## config.mk

```make
export PLATFORM = sky130hd
export DESIGN_NAME = des_key_schedule
export DESIGN_NICKNAME = d
export VERILOG_FILES = /design/src/rtl/des_key_schedule.sv
export SDC_FILE = /design/constraint.sdc
export NUM_CORES = 1
export LEC_CHECK = 0
export BUFFER_PORTS_ARGS = -buffer_cell sky130_fd_sc_hd__buf_2
export CAP_MARGIN = 20
export CORE_MARGIN = 2
export CORE_UTILIZATION = 52
export CTS_BUF_LIST = sky130_fd_sc_hd__clkbuf_4
export CTS_CLUSTER_DIAMETER = 60
export DETAILED_ROUTE_END_ITERATION = 7
export GPL_TIMING_DRIVEN = 0
export PLACE_DENSITY = 0.79
export SYNTH_ARGS = -nofsm -noshare
export SYNTH_HDL_FRONTEND = slang
export SYNTH_SLANG_ARGS = --single-unit
```

## constraint.sdc

```tcl
create_clock -name clk -period 3.5 [get_ports clk]
set_input_delay 0.175 -clock clk [delete_from_list [all_inputs] [get_ports clk]]
set_output_delay 0.175 -clock clk [all_outputs]
set_load 0.1 [all_outputs]
```

## src/rtl/des_key_schedule.sv

```systemverilog
// Sequential DES round-key generator: PC-1 load, per-round C/D rotation, PC-2 subkey output.
// Optional odd-parity key checking (adds parity_err) when DES_KS_PARITY_CHECK_EN is defined.
module des_key_schedule #(
    parameter logic [15:0] SHIFT_SCHEDULE = 16'h7EFC
) (
    input  logic        clk,
    input  logic        rst_n,
    input  logic        start,
    input  logic [63:0] key,
    input  logic        decrypt,
    output logic        ready,
    output logic        subkey_valid,
    input  logic        subkey_ready,
    output logic [47:0] subkey,
    output logic [3:0]  subkey_round,
    output logic        done
`ifdef DES_KS_PARITY_CHECK_EN
    ,
    output logic        parity_err
`endif
);

    typedef enum logic {IDLE, EMIT} state_t;

    // Table entries are 1-based DES bit numbers
    localparam logic [5:0] PC1_T [56] = '{
        6'd57, 6'd49, 6'd41, 6'd33, 6'd25, 6'd17, 6'd9,
        6'd1,  6'd58, 6'd50, 6'd42, 6'd34, 6'd26, 6'd18,
        6'd10, 6'd2,  6'd59, 6'd51, 6'd43, 6'd35, 6'd27,
        6'd19, 6'd11, 6'd3,  6'd60, 6'd52, 6'd44, 6'd36,
        6'd63, 6'd55, 6'd47, 6'd39, 6'd31, 6'd23, 6'd15,
        6'd7,  6'd62, 6'd54, 6'd46, 6'd38, 6'd30, 6'd22,
        6'd14, 6'd6,  6'd61, 6'd53, 6'd45, 6'd37, 6'd29,
        6'd21, 6'd13, 6'd5,  6'd28, 6'd20, 6'd12, 6'd4
    };

    localparam logic [5:0] PC2_T [48] = '{
        6'd14, 6'd17, 6'd11, 6'd24, 6'd1,  6'd5,
        6'd3,  6'd28, 6'd15, 6'd6,  6'd21, 6'd10,
        6'd23, 6'd19, 6'd12, 6'd4,  6'd26, 6'd8,
        6'd16, 6'd7,  6'd27, 6'd20, 6'd13, 6'd2,
        6'd41, 6'd52, 6'd31, 6'd37, 6'd47, 6'd55,
        6'd30, 6'd40, 6'd51, 6'd45, 6'd33, 6'd48,
        6'd44, 6'd49, 6'd39, 6'd56, 6'd34, 6'd53,
        6'd46, 6'd42, 6'd50, 6'd36, 6'd29, 6'd32
    };

    function automatic logic [55:0] pc1(input logic [63:0] k);
        logic [55:0] p;
        for (int unsigned j = 0; j < 56; j++) p[j] = k[PC1_T[j] - 6'd1];
        return p;
    endfunction

    // DES rotate-left: out[i] = x[(i+n) mod 28]
    function automatic logic [27:0] rotl(input logic [27:0] x, input logic two);
        return two ? {x[1:0], x[27:2]} : {x[0], x[27:1]};
    endfunction

    function automatic logic [27:0] rotr(input logic [27:0] x, input logic two);
        return two ? {x[25:0], x[27:26]} : {x[26:0], x[27]};
    endfunction

    state_t      state, state_nxt;
    logic [27:0] c_reg, c_nxt, d_reg, d_nxt;
    logic [3:0]  cnt, cnt_nxt;
    logic        dec_reg, dec_nxt;
    logic        done_nxt;
    logic [55:0] key_pc1;
    logic [55:0] cd;
    logic        key_ok;

`ifdef DES_KS_PARITY_CHECK_EN
    logic perr_nxt;
    assign key_ok = &{^key[63:56], ^key[55:48], ^key[47:40], ^key[39:32],
                      ^key[31:24], ^key[23:16], ^key[15:8],  ^key[7:0]};
`else
    logic unused_parity_bits;
    assign unused_parity_bits = ^{key[63], key[55], key[47], key[39],
                                  key[31], key[23], key[15], key[7]};
    assign key_ok = 1'b1;
`endif

    always_comb begin
        state_nxt = state;
        c_nxt     = c_reg;
        d_nxt     = d_reg;
        cnt_nxt   = cnt;
        dec_nxt   = dec_reg;
        done_nxt  = 1'b0;
`ifdef DES_KS_PARITY_CHECK_EN
        perr_nxt  = 1'b0;
`endif
        key_pc1   = pc1(key);
        case (state)
            IDLE: begin
                if (start) begin
                    if (key_ok) begin
                        state_nxt = EMIT;
                        dec_nxt   = decrypt;
                        cnt_nxt   = '0;
                        // Decrypt starts from C0/D0, which equals C16/D16 after a full 28-bit turn
                        if (decrypt) begin
                            c_nxt = key_pc1[27:0];
                            d_nxt = key_pc1[55:28];
                        end else begin
                            c_nxt = rotl(key_pc1[27:0], SHIFT_SCHEDULE[0]);
                            d_nxt = rotl(key_pc1[55:28], SHIFT_SCHEDULE[0]);
                        end
                    end
`ifdef DES_KS_PARITY_CHECK_EN
                    else begin
                        perr_nxt = 1'b1;
                    end
`endif
                end
            end
            EMIT: begin
                if (subkey_ready) begin
                    if (cnt == 4'd15) begin
                        state_nxt = IDLE;
                        done_nxt  = 1'b1;
                    end else begin
                        cnt_nxt = cnt + 4'd1;
                        if (dec_reg) begin
                            c_nxt = rotr(c_reg, SHIFT_SCHEDULE[4'd15 - cnt]);
                            d_nxt = rotr(d_reg, SHIFT_SCHEDULE[4'd15 - cnt]);
                        end else begin
                            c_nxt = rotl(c_reg, SHIFT_SCHEDULE[cnt + 4'd1]);
                            d_nxt = rotl(d_reg, SHIFT_SCHEDULE[cnt + 4'd1]);
                        end
                    end
                end
            end
            default: state_nxt = IDLE;
        endcase
    end

    always_ff @(posedge clk or negedge rst_n) begin
        if (!rst_n) begin
            state   <= IDLE;
            c_reg   <= '0;
            d_reg   <= '0;
            cnt     <= '0;
            dec_reg <= 1'b0;
            done    <= 1'b0;
`ifdef DES_KS_PARITY_CHECK_EN
            parity_err <= 1'b0;
`endif
        end else begin
            state   <= state_nxt;
            c_reg   <= c_nxt;
            d_reg   <= d_nxt;
            cnt     <= cnt_nxt;
            dec_reg <= dec_nxt;
            done    <= done_nxt;
`ifdef DES_KS_PARITY_CHECK_EN
            parity_err <= perr_nxt;
`endif
        end
    end

    assign ready        = (state == IDLE);
    assign subkey_valid = (state == EMIT);
    assign subkey_round = dec_reg ? (4'd15 - cnt) : cnt;
    assign cd           = {d_reg, c_reg};

    always_comb begin
        subkey = '0;
        for (int unsigned j = 0; j < 48; j++) subkey[j] = cd[PC2_T[j] - 6'd1];
    end

endmodule

```

# After elaboration in Yosys (flattened, before gate mapping)
# Memories as Yosys holds them, arrays and structs flattened.
# Cells that the tools add are included.
totals:
  n_memories: 2
  ramBits: 0
  latchBits: 0
  out_inout_bits: 55
  in_bits: 69
  rom_bits: 32
  regBits: 63
  word_cells: 49
op_classes:
  reduce_logical: 2
  n_eq_ne: 4
  magnitude_cmp: 2
  n_bitwise: 1
  n_mux: 30
  mul: 0
  n_addsub: 2
  div: 0
  shifts: 0
memory_table:
  columns: ["name", "depth", "word_bits", "read_ports", "rd_clocked_by_memory_dff", "wr", "line", "text"]
  rows:
  - ["(name not given)", 16, 1, 1, 0, 0, "129", "d_nxt = rotl(d_reg, SHIFT_SCHEDULE[cnt + 4'd1]);"]
  - ["(name not given)", 16, 1, 1, 0, 0, "126", "d_nxt = rotr(d_reg, SHIFT_SCHEDULE[4'd15 - cnt]);"]
ops:
  columns: ["op", "n"]
  rows:
  - ["$mux W28", 14]
  - ["$pmux W28 S2", 2]
  - ["$mux W4", 4]
  - ["$lt A4 B5 Y1 const B", 2]
  - ["$mux W1", 8]
  - ["$pmux W4 S2", 1]
  - ["$ne A2 B2 Y1 const B", 3]
  - ["$add A4 B1 Y4 const B", 1]
  - ["$eq A4 B4 Y1 const B", 1]
  - ["$sub A4 B4 Y4 const A", 1]
  - ["$reduce_and A3 Y1", 1]
  - ["$pmux W1 S2", 1]
  - ["$reduce_and A2 Y1", 1]
  - ["$not A1 Y1", 1]

# Logic depth before layout (Yosys ltp)
logic_depth:
  ltp_word: 8
  mapped_depth: 10
  depth_no_buf: 7

# Worst setup path after synthesis
# OpenSTA, ideal clock, no wires.
synth_timing:
  path_kind: "register to output"
  start: "register dec_reg"
  end: "output port subkey_round[0]"
  path_stages_with_launch: 4
  t_required_ps: 3325
  path_buffers: 2
  path_slack_ps: 894
  t_arrival_ps: 2431
  cell_sequence: "dfrtp_1 clkbuf_1 clkbuf_1 xor2_1"
synth_between:
  elab_chain_cells: 1
synth_lines:
  columns: ["element", "line", "text"]
  rows:
  - ["from (decl)", "66", "logic dec_reg, dec_nxt;"]
  - ["from (signal assigned)", "154", "dec_reg <= dec_nxt;"]
  - ["$mux W4", "164", "assign subkey_round = dec_reg ? (4'd15 - cnt) : cnt;"]
  - ["to (decl)", "15", "output logic [3:0] subkey_round,"]
# Every way passes these cells.

# Final worst setup path
layout_timing:
  start: "register cnt[1]"
  end: "register d_reg[6]"
layout_between:
  elab_chain_cells: 8
  elab_cells_between_ends: 15
  classes_between: "add/sub: 2; eq/ne: 2; mux: 8; reduce/logical: 1; memory: 2"
layout_lines:
  columns: ["element", "line", "text"]
  rows:
  - ["from (decl)", "65", "logic [3:0] cnt, cnt_nxt;"]
  - ["from (signal assigned)", "153", "cnt <= cnt_nxt;"]
  - ["$add A4 B1 Y4 or $sub A4 B4 Y4 (tied branches)", "129, 126", null]
  - ["$mem_v2 Z16 W1 (on tied branches)", null, null]
  - ["$mux W1 (on tied branches)", "129, 126", null]
  - ["$mux W28 (on tied branches)", "56, 60", null]
  - ["$mux W28", "124", "if (dec_reg) begin"]
  - ["$mux W28", "119", "if (cnt == 4'd15) begin"]
  - ["$mux W28", "118", "if (subkey_ready) begin"]
  - ["$pmux W28 S2", "94", "case (state)"]
  - ["to (signal assigned)", "152", "d_reg <= d_nxt;"]
  - ["to (decl)", "64", "logic [27:0] c_reg, c_nxt, d_reg, d_nxt;"]
# Several ways; a longest one is shown, not always the timed one. The select of a mux whose other input is x is not followed.
# A chain may end at the register's enable or synchronous reset.

==> results.md <==
* Rows at 40
* First-pass GRT wire length at 31.17 mm
* Crit path DAT at 3.35 ns
* CP delay by family, top: buffers and inverters
* Min-Delay Path Class: in2reg
* Drt pass-1 iters at 5
* H-tree levels at 3
* Worst path buffer plus inverter count at 3
* Post-CTS sizing at 0
* Num CTS Buffers at 9
* CP most frequent cell: clkbuf_1
* Post-synth EDFFs at 0
* Req. time, crit path at 3.83 ns
* Overflow after GRT at 0
* Final Slew Violations at 0
* Hold slack final at -0.0005432 ns
* CTS tree: yes
* Clock Skew at 0.01364 ns
* Max Freq at 331.2 MHz
* Routed Antenna Nets at 0
* Post CTS Setup Buffer Count at 0
* Die width at 113.5 um
* Hold Vio Cnt, Final at 1
* Largest stage delay on the critical path at 0.62 ns
* Final setup fails at 0
* Fill cells at 1116
* Via count at 6623
* Cell Count, Final, Fillers Out at 1053
* Avg WL per Cell at 18.96 um
* Maximum root-to-sink buffer count at 2
* Seq cells post-synth at 63
* Status: complete, but fails checks
* Max Cap Viol at 0
* CP Class: reg2reg
* Clk_lat worst skew at 0.42 ns
* Initial Utilization at 52.58%
* Critical path endpoint category: register
* Seq/Total Area, Yosys at 25.28%
* IO Count at 124
* Vias in the first global route at 6042
* Critical-path cell list: clkbuf_1 -> inv_1 -> ha_1 -> nand2b_1 -> o32ai_2 -> nor2_1 -> clkbuf_1 -> nand2_1 -> a32oi_1
* Startpoint types: register
* Routed wire length at 19.96 mm
* Core Box Area at 11860 sq um
* Fin nets at 972
* Crit-path max FO at 10
* Syn_area_per_cell at 8.048 sq um
* Pin count of the biggest net entering global routing at 64
* Commonest non-fill, non-tap cells in the layout: 128 x buf_2, 117 x mux2i_1, 114 x nand2_1, 63 x dfrtp_1, 59 x buf_4
* Die ar. at 12890 sq um
* Most common cell after layout, fill and taps aside: buf_2
* Iteration-0 DRC Markers at 714
* Min Tclk post-route at 3.019 ns
* Post-Synthesis Cells at 775
* Failing checks: hold timing
* Net Count, Synth at 846
* Synth unique cells at 37
* RSZ-0062 raised after global routing: no
* Placed Instance Area at 6994 sq um
* Tcrit/Tclk final at 86.27%
* Worst relative slew slack at 32.37%
* Synth Cell Area at 6237 sq um
* DRC errors left at 0
* Area delta synth->final at 14.72%
* Setup TNS at 0 ns
* Layout cell share with drive strength beyond 1 at 25.64%
* Via density at 6.290
* Finished layout cell area at 7156 sq um
* Core Util, Final at 60.33%
* Placed Instances at 1036
* Chip height at 113.5 um
* Clock transition at path regs at 0.12 ns
* Yosys Warn Count at 0
* Tot GR Track Use at 30.35%
* Prevailing post-synth register cell: dfrtp_1
* Critical Path Slowest Stage Cell: nor2_1
* Port Buffer Count at 114
* Initial antenna violation count at 1
* Post-synth ARST share at 100.0%
* Worst-Margin Slew at 1.015 ns
* Root buffer cell: clkbuf_4
* Routability congestion estimate from global placement at 0.8930
* Clk sinks at 63
* Post-DP HPWL at 14.01 mm
-- routing by layer --
metal  up-vias  track usage (%)  wire length, um  share of wire (%)
li1       3041                -                -                  -
met1      3103            41.61             8249                 41
met2       414            47.98             9137                 46
met3        65            4.676             1946                9.7
met4         0            12.85              631                3.2
met5         -                0                0                  0
-- worst reg2reg max path: cells and delay by family (launching register included) --
kind / cells / cell delay [ns]
flops: 1 / 0.36
simple gates: 3 / 0.88
fa+ha+maj: 1 / 0.34
compound gates: 2 / 0.38
buf+inv: 3 / 0.96
-- worst paths after layout --
kind                                  startpoint                     end  cells past startpoint  slack (ns)
setup / recovery              cnt[1]$_DFFE_PN0P_    d_reg[6]$_DFFE_PN0P_                      9        0.48
hold reg to reg            c_reg[21]$_DFFE_PN0P_   c_reg[21]$_DFFE_PN0P_                      2        0.63
hold / removal                             start  subkey_valid$_DFF_PN0_                      3     -0.0005
min in group asynchronous                  rst_n   d_reg[11]$_DFFE_PN0P_                      2        0.38
setup reg to reg              cnt[1]$_DFFE_PN0P_    d_reg[6]$_DFFE_PN0P_                      9        0.48
max in group asynchronous                  rst_n    c_reg[7]$_DFFE_PN0P_                      2        2.53
-- cells in the mapped netlist (2+ instances only) --
library cell  instances  area (sq um)
a211oi_1             31         232.7
a21oi_1              55         275.3
a221o_1              31         310.3
a32oi_1              25         219.0
buf_1                 4         15.01
buf_2                15         75.07
buf_4                58         435.4
buf_6                 3         33.78
clkbuf_1             49         183.9
dfrtp_1              63          1577
ha_1                  2         25.02
inv_1                 4         15.01
mux2_1                4         45.04
mux2_2               23         259.0
mux2i_1             117          1171
mux2i_4               2         45.04
nand2_1             114         427.9
nand2b_1              3         18.77
nand3_1               3         15.01
nor2_1               37         138.9
nor2b_1               3         18.77
nor3_1               30         150.1
o21ai_0              46         230.2
o21ai_1              37         185.2
xor2_1                4         35.03
-- final cells by class --
cell class	instances	area (sq um)	area share, %
diodes	1	2.502	0.03497
plain buffers	130	750.7	10.49
clock buffers	10	75.07	1.049
clock inverters	5	73.82	1.032
inverters	4	15.01	0.2098
multi-input cells	578	3895	54.43
flip-flops and latches	63	1577	22.03
well taps	147	183.9	2.570
repair buffers	115	583.1	8.148
-- through the flow --
stage               hold WS, ns  worst slack, ns
detailed placement       0.3347           0.6590
finish               -0.0005432           0.4806
floorplan               -0.1206           0.8943
global placement         0.4054           0.6968
global route            0.06537           0.3721
CTS                     0.01143           0.6240
-- what timing repair did --
action                                  CTS  global route
hold buffers                              1             0
endpoints found under the hold margin    63             0
endpoints found under the setup margin    0             0
-- logic make-up after synthesis --
family,synth area share (%)
AO/OA/AOI/OAI,24.21
XOR/XNOR,0.7021
adder cells (fa/ha/maj),0.4011
buffers and inverters,12.28
flip-flops,25.28
multiplexers,24.37
AND/OR/NAND/NOR,12.76
Power is left out: the tool's default activity adds up to more than one toggle a clock period on the data nets, which glitch-free logic cannot reach.
